## config.mk

```make
export PLATFORM = sky130hd
export DESIGN_NAME = alu_seq
export DESIGN_NICKNAME = d
export VERILOG_FILES = /design/src/rtl/alu_seq_pkg.sv /design/src/rtl/alu_seq.sv
export SDC_FILE = /design/constraint.sdc
export NUM_CORES = 1
export LEC_CHECK = 0
export ABC_AREA = 0
export CAP_MARGIN = 20
export CORE_MARGIN = 2
export CORE_UTILIZATION = 47
export DETAILED_ROUTE_END_ITERATION = 7
export PLACE_DENSITY = 0.79
export SYNTH_ARGS = -nofsm -noshare
export SYNTH_HDL_FRONTEND = slang
export SYNTH_SLANG_ARGS = --single-unit
```

## constraint.sdc

```tcl
create_clock -name clk -period 3.15 [get_ports clk]
set_clock_uncertainty 0.15 [all_clocks]
set_input_delay 0.7875 -clock clk [delete_from_list [all_inputs] [get_ports clk]]
set_output_delay 0.7875 -clock clk [all_outputs]
set_load 0.02 [all_outputs]
```

## src/rtl/alu_seq_pkg.sv

```systemverilog
// Shared types and 74181 function-select constants for the multi-byte ALU sequencer.
package alu_seq_pkg;

  typedef enum logic [1:0] {
    StIdle,
    StRun,
    StDone
  } state_e;

  // 74181 select/mode pairs (active-high data convention).
  localparam logic [3:0] S_ADD = 4'b1001;
  localparam logic       M_ADD = 1'b0;
  localparam logic [3:0] S_SUB = 4'b0110;  // A - B - 1 + carry; use cin_n = 0 for plain A - B
  localparam logic       M_SUB = 1'b0;
  localparam logic [3:0] S_XOR = 4'b0110;
  localparam logic       M_XOR = 1'b1;
  localparam logic [3:0] S_AND = 4'b1011;
  localparam logic       M_AND = 1'b1;
  localparam logic [3:0] S_OR  = 4'b1110;
  localparam logic       M_OR  = 1'b1;

endpackage

```

## src/rtl/alu_seq.sv

```systemverilog
// Sequences a wide operation through a shared 8-bit 74181 ALU, one byte per cycle, LSB first.
module alu_seq
  import alu_seq_pkg::*;
#(
  parameter int unsigned NBYTES = 4
) (
  input  logic                clk,
  input  logic                rst_n,
  input  logic                req_valid,
  output logic                req_ready,
  input  logic [8*NBYTES-1:0] req_a,
  input  logic [8*NBYTES-1:0] req_b,
  input  logic [3:0]          req_s,
  input  logic                req_m,
  input  logic                req_cin_n,
  output logic [7:0]          alu_a,
  output logic [7:0]          alu_b,
  output logic [3:0]          alu_s,
  output logic                alu_m,
  output logic                alu_cin,
  input  logic [7:0]          alu_f,
  input  logic                alu_cout,
  input  logic                alu_eq,
  output logic                rsp_valid,
  input  logic                rsp_ready,
  output logic [8*NBYTES-1:0] rsp_f,
  output logic                rsp_cout_n,
  output logic                rsp_eq,
  output logic                rsp_zero
);

  localparam int unsigned W    = 8 * NBYTES;
  localparam int unsigned IdxW = (NBYTES > 1) ? $clog2(NBYTES) : 1;
  localparam logic [IdxW-1:0] LastIdx = IdxW'(NBYTES - 1);

  state_e          state_q, state_d;
  logic [W-1:0]    a_q, b_q, f_q;
  logic [3:0]      s_q;
  logic            m_q;
  logic            carry_q;
  logic            eq_q;
  logic [IdxW-1:0] idx_q;

  // Next-state logic for the IDLE -> RUN -> DONE handshake sequence.
  always_comb begin
    state_d = state_q;
    unique case (state_q)
      StIdle:  if (req_valid) state_d = StRun;
      StRun:   if (idx_q == LastIdx) state_d = StDone;
      StDone:  if (rsp_ready) state_d = StIdle;
      default: state_d = StIdle;
    endcase
  end

  // State register.
  always_ff @(posedge clk or negedge rst_n) begin
    if (!rst_n) state_q <= StIdle;
    else        state_q <= state_d;
  end

  // Operand latch on accept; per-byte result, raw carry chain and equality accumulation in RUN.
  always_ff @(posedge clk or negedge rst_n) begin
    if (!rst_n) begin
      a_q     <= '0;
      b_q     <= '0;
      s_q     <= '0;
      m_q     <= 1'b0;
      carry_q <= 1'b0;
      eq_q    <= 1'b0;
      idx_q   <= '0;
      f_q     <= '0;
    end else begin
      unique case (state_q)
        StIdle: begin
          if (req_valid) begin
            a_q     <= req_a;
            b_q     <= req_b;
            s_q     <= req_s;
            m_q     <= req_m;
            carry_q <= req_cin_n;
            eq_q    <= 1'b1;
            idx_q   <= '0;
          end
        end
        StRun: begin
          f_q[idx_q*8 +: 8] <= alu_f;
          carry_q           <= alu_cout;
          eq_q              <= eq_q & alu_eq;
          if (idx_q != LastIdx) idx_q <= idx_q + 1'b1;
        end
        default: ;
      endcase
    end
  end

  // ALU drive comes only from latched state and is held at zero outside RUN.
  always_comb begin
    alu_a   = '0;
    alu_b   = '0;
    alu_s   = '0;
    alu_m   = 1'b0;
    alu_cin = 1'b0;
    if (state_q == StRun) begin
      alu_a   = a_q[idx_q*8 +: 8];
      alu_b   = b_q[idx_q*8 +: 8];
      alu_s   = s_q;
      alu_m   = m_q;
      alu_cin = carry_q;
    end
  end

  // Handshake and response outputs; req_ready stays low while reset is asserted.
  always_comb begin
    req_ready  = (state_q == StIdle) && rst_n;
    rsp_valid  = (state_q == StDone);
    rsp_f      = f_q;
    rsp_cout_n = carry_q;
    rsp_eq     = eq_q;
    rsp_zero   = (state_q == StDone) && (f_q == '0);
  end

endmodule

```

# ---- After elaboration in Yosys (flattened, before gate mapping)
# Cells that the tools add are included.
# W data, S select, Z words.
dict set report op_classes {
  addsub 2
  eq_ne 8
  shift 4
  mux 17
  bitwise 1
  reduce_logical 9
}
# op count
set ops {}
lappend ops {{$shiftx A32 B6 Y8} 2}
lappend ops {{$neg A5 Y34} 1}
lappend ops {{$shift A8 B34 Y32 const A} 1}
lappend ops {{$shiftx A8 B34 Y32} 1}
lappend ops {{$bwmux W32} 1}
lappend ops {{$logic_not A32 Y1} 1}
lappend ops {{$mux W8} 2}
lappend ops {{$mux W2} 5}
lappend ops {{$ne A2 B2 Y1 const B} 4}
lappend ops {{$pmux W2 S3} 1}
lappend ops {{$reduce_and A3 Y1} 2}
lappend ops {{$eq A2 B2 Y1 const B} 2}
lappend ops {{$mux W1} 4}
lappend ops {{$mux W4} 1}
lappend ops {{$pmux W1 S2} 2}
lappend ops {{$pmux W2 S2} 1}
lappend ops {{$reduce_and A2 Y1} 2}
lappend ops {{$add A2 B1 Y2 const B} 1}
lappend ops {{$eq A2 B1 Y1 const B} 1}
lappend ops {{$logic_and A1 B1 Y1} 2}
lappend ops {{$logic_not A2 Y1} 1}
lappend ops {{$ne A2 B1 Y1 const B} 1}
lappend ops {{$reduce_bool A2 Y1} 1}
lappend ops {{$and A1 B1 Y1} 1}
dict set report word_totals {
  reg_bits 107
  input_bits 84
  output_inout_bits 59
  elab_cells 50
}

# ---- Longest topological paths before layout
# Gate-level depths: netlist (run 1).
dict set report logic_depth {
  ltp_word 3
  ltp_mapped 8
  depth_no_buf 5
}

# ---- Worst setup path before layout (run 1)
# No wires, ideal clock.
dict set report synth_timing {
  path_kind {register to output}
  from {register f_q[9], in the netlist rsp_f[9]}
  to {output rsp_zero}
  arrival_ns 1.666
  required_ns 2.213
  path_slack_ns 0.547
  path_stages_with_launch 3
  path_buffers 0
  cell_sequence {dfrtp_1 or4_1 nor4_1}
}
dict set report synth_via {
  elab_chain_cells 2
}
# item line_no
set synth_lines {}
lappend synth_lines {{start, declared} alu_seq.sv:37} ;# logic [W-1:0] a_q, b_q, f_q;
lappend synth_lines {{start signal, assigned by index} alu_seq.sv:86} ;# f_q[idx_q*8 +: 8] <= alu_f;
lappend synth_lines {{$logic_not A32 Y1} alu_seq.sv:119} ;# rsp_zero = (state_q == StDone) && (f_q == '0);
lappend synth_lines {{$logic_and A1 B1 Y1} alu_seq.sv:119}
lappend synth_lines {{end, declared} alu_seq.sv:29} ;# output logic rsp_zero
# Every way passes these cells.

# ---- Final worst setup path (run 1)
dict set report layout_timing {
  from {register state_q[1]}
  to {output alu_s[1]}
}
dict set report layout_via {
  elab_chain_cells 2
}
# item line_no
set layout_lines {}
lappend layout_lines {{start, declared} alu_seq.sv:36} ;# state_e state_q, state_d;
lappend layout_lines {{start signal, assigned} alu_seq.sv:57} ;# if (!rst_n) state_q <= StIdle;
lappend layout_lines {{start signal, assigned} alu_seq.sv:58} ;# else state_q <= state_d;
lappend layout_lines {{$eq A2 B1 Y1} alu_seq.sv:103} ;# if (state_q == StRun) begin
lappend layout_lines {{$mux W4} alu_seq.sv:103}
lappend layout_lines {{end, declared} alu_seq.sv:18} ;# output logic [3:0] alu_s,
# Every way passes these cells.

==> summary.txt, run 1 <==
Max-cap violations = 0
Post-route ant nets = 0
Leakage = 2.83 nW
Mapped Avg Cell Area = 14.9 um^2
Post-route DRC = 0
Fin. Hold Viols = 0
YS warnings = 0
Slew @ Worst Pin = 0.608 ns
Crit. End Element = output port
R2r setup slk = 0.81 ns
Total Wirelength = 11.0 mm
Htree depth = 3
Fin crit share = 94.6%
Core Footprint = 9770 um^2
Via count = 3258
Iteration-0 DRC count of the detailed router = 125
Num rows = 36
CTS Root Buffer Type = clkbuf_8
Worst-Skew Late Latency = 0.35 ns
Synth top area share = 56.8%
RSZ-0062 raised after global routing = false
Total CTS buffers = 9
Sequential fraction of the synthesis area = 56.8%
Largest net degree at the start of global routing = 82
Clk sink count = 107
Setup TNS = 0 ns
First-pass GRT wire length = 18.1 mm
Global route overflow = 0
Fill cell count = 756
CTS tree = yes
Pins Over Slew Limit = 0
Worst setup path endpoint = alu_s[1]
Outcome = finished, final reports clean
Routed vias/inst = 5.44
CP max FO = 26
Crit path DAT = 2.04 ns
Worst slew margin = 59.1%
Vias in the first global route = 3508
Detailed placement HPWL = 8.16 mm
Hold Slack = 0.281 ns
Die span in y = 104 um
Commonest non-fill, non-tap cell in the layout = clkdlybuf4s50_1
Ranking of synthesized cells by area = dfrtp_1, mux2_1, mux4_2
Largest area contributor in the netlist = dfrtp_1
Gate Count Post-Synth = 317
Layout cells sized above 1 = 10.7%
Fin crit period = 2.98 ns
Reg2reg start = idx_q[0]
Setup violations, final = 0
Post-CTS Setup Inserts = 0
Register Area = 2680 um^2
Mapped cell area = 4710 um^2
Worst R2R Path Depth = 6
Hold buffer count at CTS = 0
WS Path Type = register to output port
Die X = 104 um
Initial antenna violation count = 0
Clock Path Buffers = 2
Multi-input logic area = 1950 um^2
Yosys cell types = 30
All-Layer GR Usage = 21.3%
Die Area = 10800 um^2
Pre-antenna DRT Iters = 4
Num ports = 143
Pwr Density = 954 nW/um^2
Worst Setup Slack, final = 0.169 ns
Final GP Congestion = 0.842
Area grow syn2layout = 38.1%
Nets = 552
Reg2reg end = rsp_f[1]
I/O Buffers = 142
Setup crit start = state_q[1]
Avg WL per Cell = 18.4 um
Synthesized flop and latch total = 107
Final core utilization = 66.6%
Synthesized netlist net count = 407
Place WS = 0.291 ns
Fmax achieved = 335 MHz
Commonest cells after routing, fill and taps aside = clkdlybuf4s50_1, dfrtp_1, mux2_1
Clock slew at reported path FFs = 0.11 ns
Peak supply drop = 0.508 mV
Worst EP required = 2.21 ns
Starting Density = 48.2%
Worst hold-check path type = input pin to async pin
Startpoint types = register
Inserted Diodes = 0
what timing repair did:
item / in CTS / in global routing
pin swaps: 0 / 0
gates cloned: 0 / 0
resized for setup: 10 / 8
endpoints found under the setup margin: 10 / 13
Yosys cell counts (all sizes together):
library cell,count
nor4,11
o31ai,4
nor3b,2
nand2,8
nand4,1
mux4,16
or4,1
nor4b,1
a22o,28
or3,1
dfrtp,107
o21ai,4
nand3b,4
clkbuf,4
nor2b,1
mux2,69
nand3,1
inv,3
mux2i,2
nand2b,7
and2,22
o21bai,1
buf,13
ha,6
worst min path at each step:
stage | from | to | slack (ns) | cells after the start
6_report | rst_n | rsp_f[20] | 0.28 | 2
5_1_grt | rst_n | s_q[0] | 0.30 | 2
4_1_cts | rst_n | rsp_f[20] | 0.29 | 2
3_5_place_dp | a_q[30] | a_q[30] | 0.32 | 1
3_3_place_gp | s_q[2] | s_q[2] | 0.31 | 1
2_1_floorplan | m_q | m_q | 0.30 | 1
sequential cells by signal, summed over array words and instances (netlist names):
| register | count |
|---|---|
| rsp_eq | 1 |
| state_q | 2 |
| b_q | 32 |
| rsp_f | 32 |
| a_q | 32 |
| rsp_cout_n | 1 |
| s_q | 4 |
| m_q | 1 |
| idx_q | 2 |
power breakdown:
group	switching (mW)	leakage [nW]	internal (mW)
clock	0.459	0.0856	0.285
combinational	1.49	1.42	1.64
sequential	0.356	1.32	1.99
cell families after synthesis:
| group | count (synthesis) | share of synthesized area (%) |
|---|---|---|
| adder cells (fa/ha/maj) | 6 | 1.59 |
| multiplexers | 87 | 24.5 |
| buffers and inverters | 20 | 1.91 |
| AND/OR/NAND/NOR | 60 | 8.73 |
| flip-flops | 107 | 56.8 |
| AO/OA/AOI/OAI | 37 | 6.42 |
worst max-delay path: stages (launching register included):
cell and delay, ns:
dfrtp_1 0.49, nor2b_2 0.14, buf_4 0.28, and2_1 0.17, clkdlybuf4s50_1 0.62
area by class of cell:
cell class / instances / share of cell area [%]
clock buffer: 9 / 1.90
clock inverter: 6 / 0.615
inverter: 3 / 0.173
multi-input combinational: 190 / 30.0
sequential: 107 / 41.1
tap: 133 / 2.56
timing repair buffer: 151 / 23.6
per-layer routing:
metal / share of wire [%] / global-route usage (%) / wire, um / up-vias
met2: 50 / 35.2 / 5520 / 111
met3: 5.8 / 4.95 / 635 / 15
li1: - / - / - / 1472
met4: 1.6 / 6.37 / 174 / 0
met1: 43 / 28.3 / 4700 / 1660
met5: 0 / 0 / 0 / -
metrics by stage:
step | power [mW] | instances | cell area [um^2]
2_1_floorplan | 4.29 | 317 | 4710
3_3_place_gp | 5.50 | 583 | 6310
3_5_place_dp | 5.62 | 583 | 6310
4_1_cts | 6.30 | 598 | 6460
5_1_grt | 6.63 | 599 | 6510
6_report | 6.21 | 599 | 6510
Note: power is estimated with default switching activity, not from simulation.
==> inputs of run 2 (changes only) <==
--- a/config.mk
+++ b/config.mk
@@ -8,9 +8,9 @@
 export ABC_AREA = 0
 export CAP_MARGIN = 20
 export CORE_MARGIN = 2
-export CORE_UTILIZATION = 47
+export CORE_UTILIZATION = 45
 export DETAILED_ROUTE_END_ITERATION = 7
-export PLACE_DENSITY = 0.79
+export PLACE_DENSITY = 0.76
 export SYNTH_ARGS = -nofsm -noshare
 export SYNTH_HDL_FRONTEND = slang
 export SYNTH_SLANG_ARGS = --single-unit
==> summary.txt, run 2 (synthesis gave the netlist of run 1 again) <==
Outcome = finished, final reports clean
Post-route DRC = 0 (unchanged)
Pwr Density = 955 nW/um^2 (about the same)
Pre-antenna DRT Iters = 4 (unchanged)
Commonest non-fill, non-tap cell in the layout = clkdlybuf4s50_1
Setup violations, final = 0 (unchanged)
Post-route ant nets = 0 (unchanged)
Area grow syn2layout = 39.0%
Worst hold-check path type = input pin to async pin
RSZ-0062 raised after global routing = false
R2r setup slk = 0.83 ns (+0.02 ns)
GR Layer Usage met3 = 5.89% (+0.94 points)
Largest net degree at the start of global routing = 87 (+6.1%)
Clock Path Buffers = 2 (unchanged)
Worst Setup Slack, final = 0.153 ns (-0.0162 ns)
First-pass GRT wire length = 17.1 mm (-5.8%)
Starting Density = 46.1% (-2.2 points)
WS Path Type = register to output port
Avg WL per Cell = 17.7 um (-3.9%)
Max-cap violations = 0 (unchanged)
Fmax achieved = 334 MHz (-0.54%)
Critical Path Slowest Stage Cell = clkdlybuf4s50_1
Crit path DAT = 2.06 ns (+0.02 ns)
Leakage = 2.92 nW (+3.1%)
Post-CTS Setup Inserts = 0 (unchanged)
CP peak stage delay = 0.63 ns (about the same)
GR Util met2 = 31.2% (-4.0 points)
Iteration-0 DRC count of the detailed router = 118 (-5.6%)
Startpoint types = register
Clk sink count = 107 (unchanged)
Fin crit share = 95.1% (+0.52 points)
Num rows = 37 (+2.8%)
CP Cell Sequence = nor2b_2 -> buf_4 -> and2_1 -> clkdlybuf4s50_1
Met1 GRT Util = 25.5% (-2.8 points)
Fin crit period = 3.00 ns (+0.0162 ns)
Cell family with the largest share of critical-path delay = buffers and inverters
Core Footprint = 10200 um^2 (+4.7%)
Clock slew at reported path FFs = 0.09 ns (-0.02 ns)
Most Crowded Layer GR = met2
Worst R2R Path Depth = 6 (unchanged)
Reg2reg start = idx_q[0]
Layout cells sized above 1 = 9.89% (-0.84 points)
Pins Over Slew Limit = 0 (unchanged)
Die span in y = 106 um (+2.1%)
Fin. Hold Viols = 0 (unchanged)
Worst slew margin = 56.6% (-2.5 points)
Vias in the first global route = 3339 (-4.8%)
Final GP Congestion = 0.819 (-2.7%)
Inserted Diodes = 0 (unchanged)
Num ports = 143 (unchanged)
Place WS = 0.337 ns (+0.0462 ns)
I/O Buffers = 142 (unchanged)
Total CTS buffers = 9 (unchanged)
Worst-Skew Late Latency = 0.35 ns (about the same)
Commonest cells after routing, fill and taps aside = clkdlybuf4s50_1, dfrtp_1, mux2_1
Die Area = 11300 um^2 (+4.3%)
Routed vias/inst = 5.28 (-3.0%)
Detailed placement HPWL = 7.65 mm (-6.3%)
Slew @ Worst Pin = 0.645 ns (+0.0365 ns)
Placed Area = 6300 um^2 (-0.26%)
Die X = 106 um (+2.1%)
CTS tree = yes
Initial antenna violation count = 0 (unchanged)
Global route overflow = 0 (unchanged)
Setup TNS = 0 ns (unchanged)
Via count = 3171 (-2.7%)
Reg2reg end = rsp_f[6]
CTS Root Buffer Type = clkbuf_8
Peak supply drop = 0.534 mV (+5.2%)
Worst EP required = 2.21 ns (about the same)
Total Wirelength = 10.6 mm (-3.6%)
Htree depth = 3 (unchanged)
Design Area, Final = 6550 um^2 (+0.63%)
CP max FO = 26 (unchanged)
All-Layer GR Usage = 19.5% (-1.8 points)
Nets = 551 (-0.18%)
Worst Path Buf+Inv = 2 (unchanged)
Crit. End Element = output port
==> run 2: changes by cell type in the layout (fill, tap and decap cells not counted), sizes merged <==
cell,delta
dlygate4sd2,-8
dlymetal6s2s,+8
clkinvlp,-1
inv,-2
buf,-1
clkbuf,+3
bufinv,+1
clkinv,-1
==> run 2: layout make-up <==
class | count | area [um^2]
repair buffers | 150 | 1560
flip-flops and latches | 107 | 2680
well taps | 136 | 170
clock buffers | 12 | 135
fillers | 788 | 3680
multi-input cells | 190 | 1950
clock inverters | 3 | 40.0
inverters | 3 | 11.3
==> run 2: worst max-delay path by stage <==
stage | slack (ns) | start | cells after the start | to
global route | 0.06 | state_q[0] | 4 | alu_m
CTS | -0.02 | idx_q[0] | 4 | alu_a[3]
finish | 0.15 | state_q[0] | 4 | alu_m
detailed placement | 0.34 | idx_q[0] | 4 | alu_a[3]
floorplan | 0.55 | rsp_f[9] | 2 | rsp_zero
global placement | 0.35 | idx_q[0] | 4 | alu_a[7]
==> run 2: metrics by stage <==
step	std cells	hold slack (ns)	total power [mW]	util, %
final	601	0.253	6.26	64.0
after global routing	601	0.255	6.68	64.0
after CTS	600	0.239	6.36	63.3
after detailed placement	585	0.318	5.56	61.6
after global placement	585	0.308	5.48	61.6
after floorplan	317	0.299	4.29	-
==> run 2: metal layers <==
metal / wire (um) / vias to the layer above / share of wire [%]
met4: 132 / 0 / 1.2
li1: - / 1465 / -
met5: 0 / - / 0
met3: 845 / 12 / 7.9
met1: 4560 / 1583 / 43
met2: 5100 / 111 / 48
==> run 2: worst reg2reg max path: cells and delay by family (launching register included) <==
kind                       cells  cell delay [ns]
adders and majority gates      1             0.35
DFF                            1             0.42
buffers and inverters          2             0.30
and+or+nand+nor                2             0.83
AOI/OAI and AO/OA              1             0.21
==> run 2: where the power goes <==
part	leakage [nW]	internal, mW	switching [mW]
sequential	1.32	1.99	0.351
clock	0.0902	0.363	0.425
combinational	1.50	1.67	1.46
==> run 2: timing repair <==
| item | CTS | global route |
|---|---|---|
| setup endpoints to repair | 9 | 21 |
| gates resized for setup | 3 | 19 |
| hold buffers | 0 | 0 |
==> inputs of run 3 (changes only) <==
--- a/config.mk
+++ b/config.mk
@@ -8,9 +8,9 @@
 export ABC_AREA = 0
 export CAP_MARGIN = 20
 export CORE_MARGIN = 2
-export CORE_UTILIZATION = 45
+export CORE_UTILIZATION = 47
 export DETAILED_ROUTE_END_ITERATION = 7
-export PLACE_DENSITY = 0.76
+export PLACE_DENSITY = 0.79
 export SYNTH_ARGS = -nofsm -noshare
 export SYNTH_HDL_FRONTEND = slang
 export SYNTH_SLANG_ARGS = --single-unit
==> results of run 3 <==
Same layout as run 1: the final DEF is identical, and so are final timing and power.
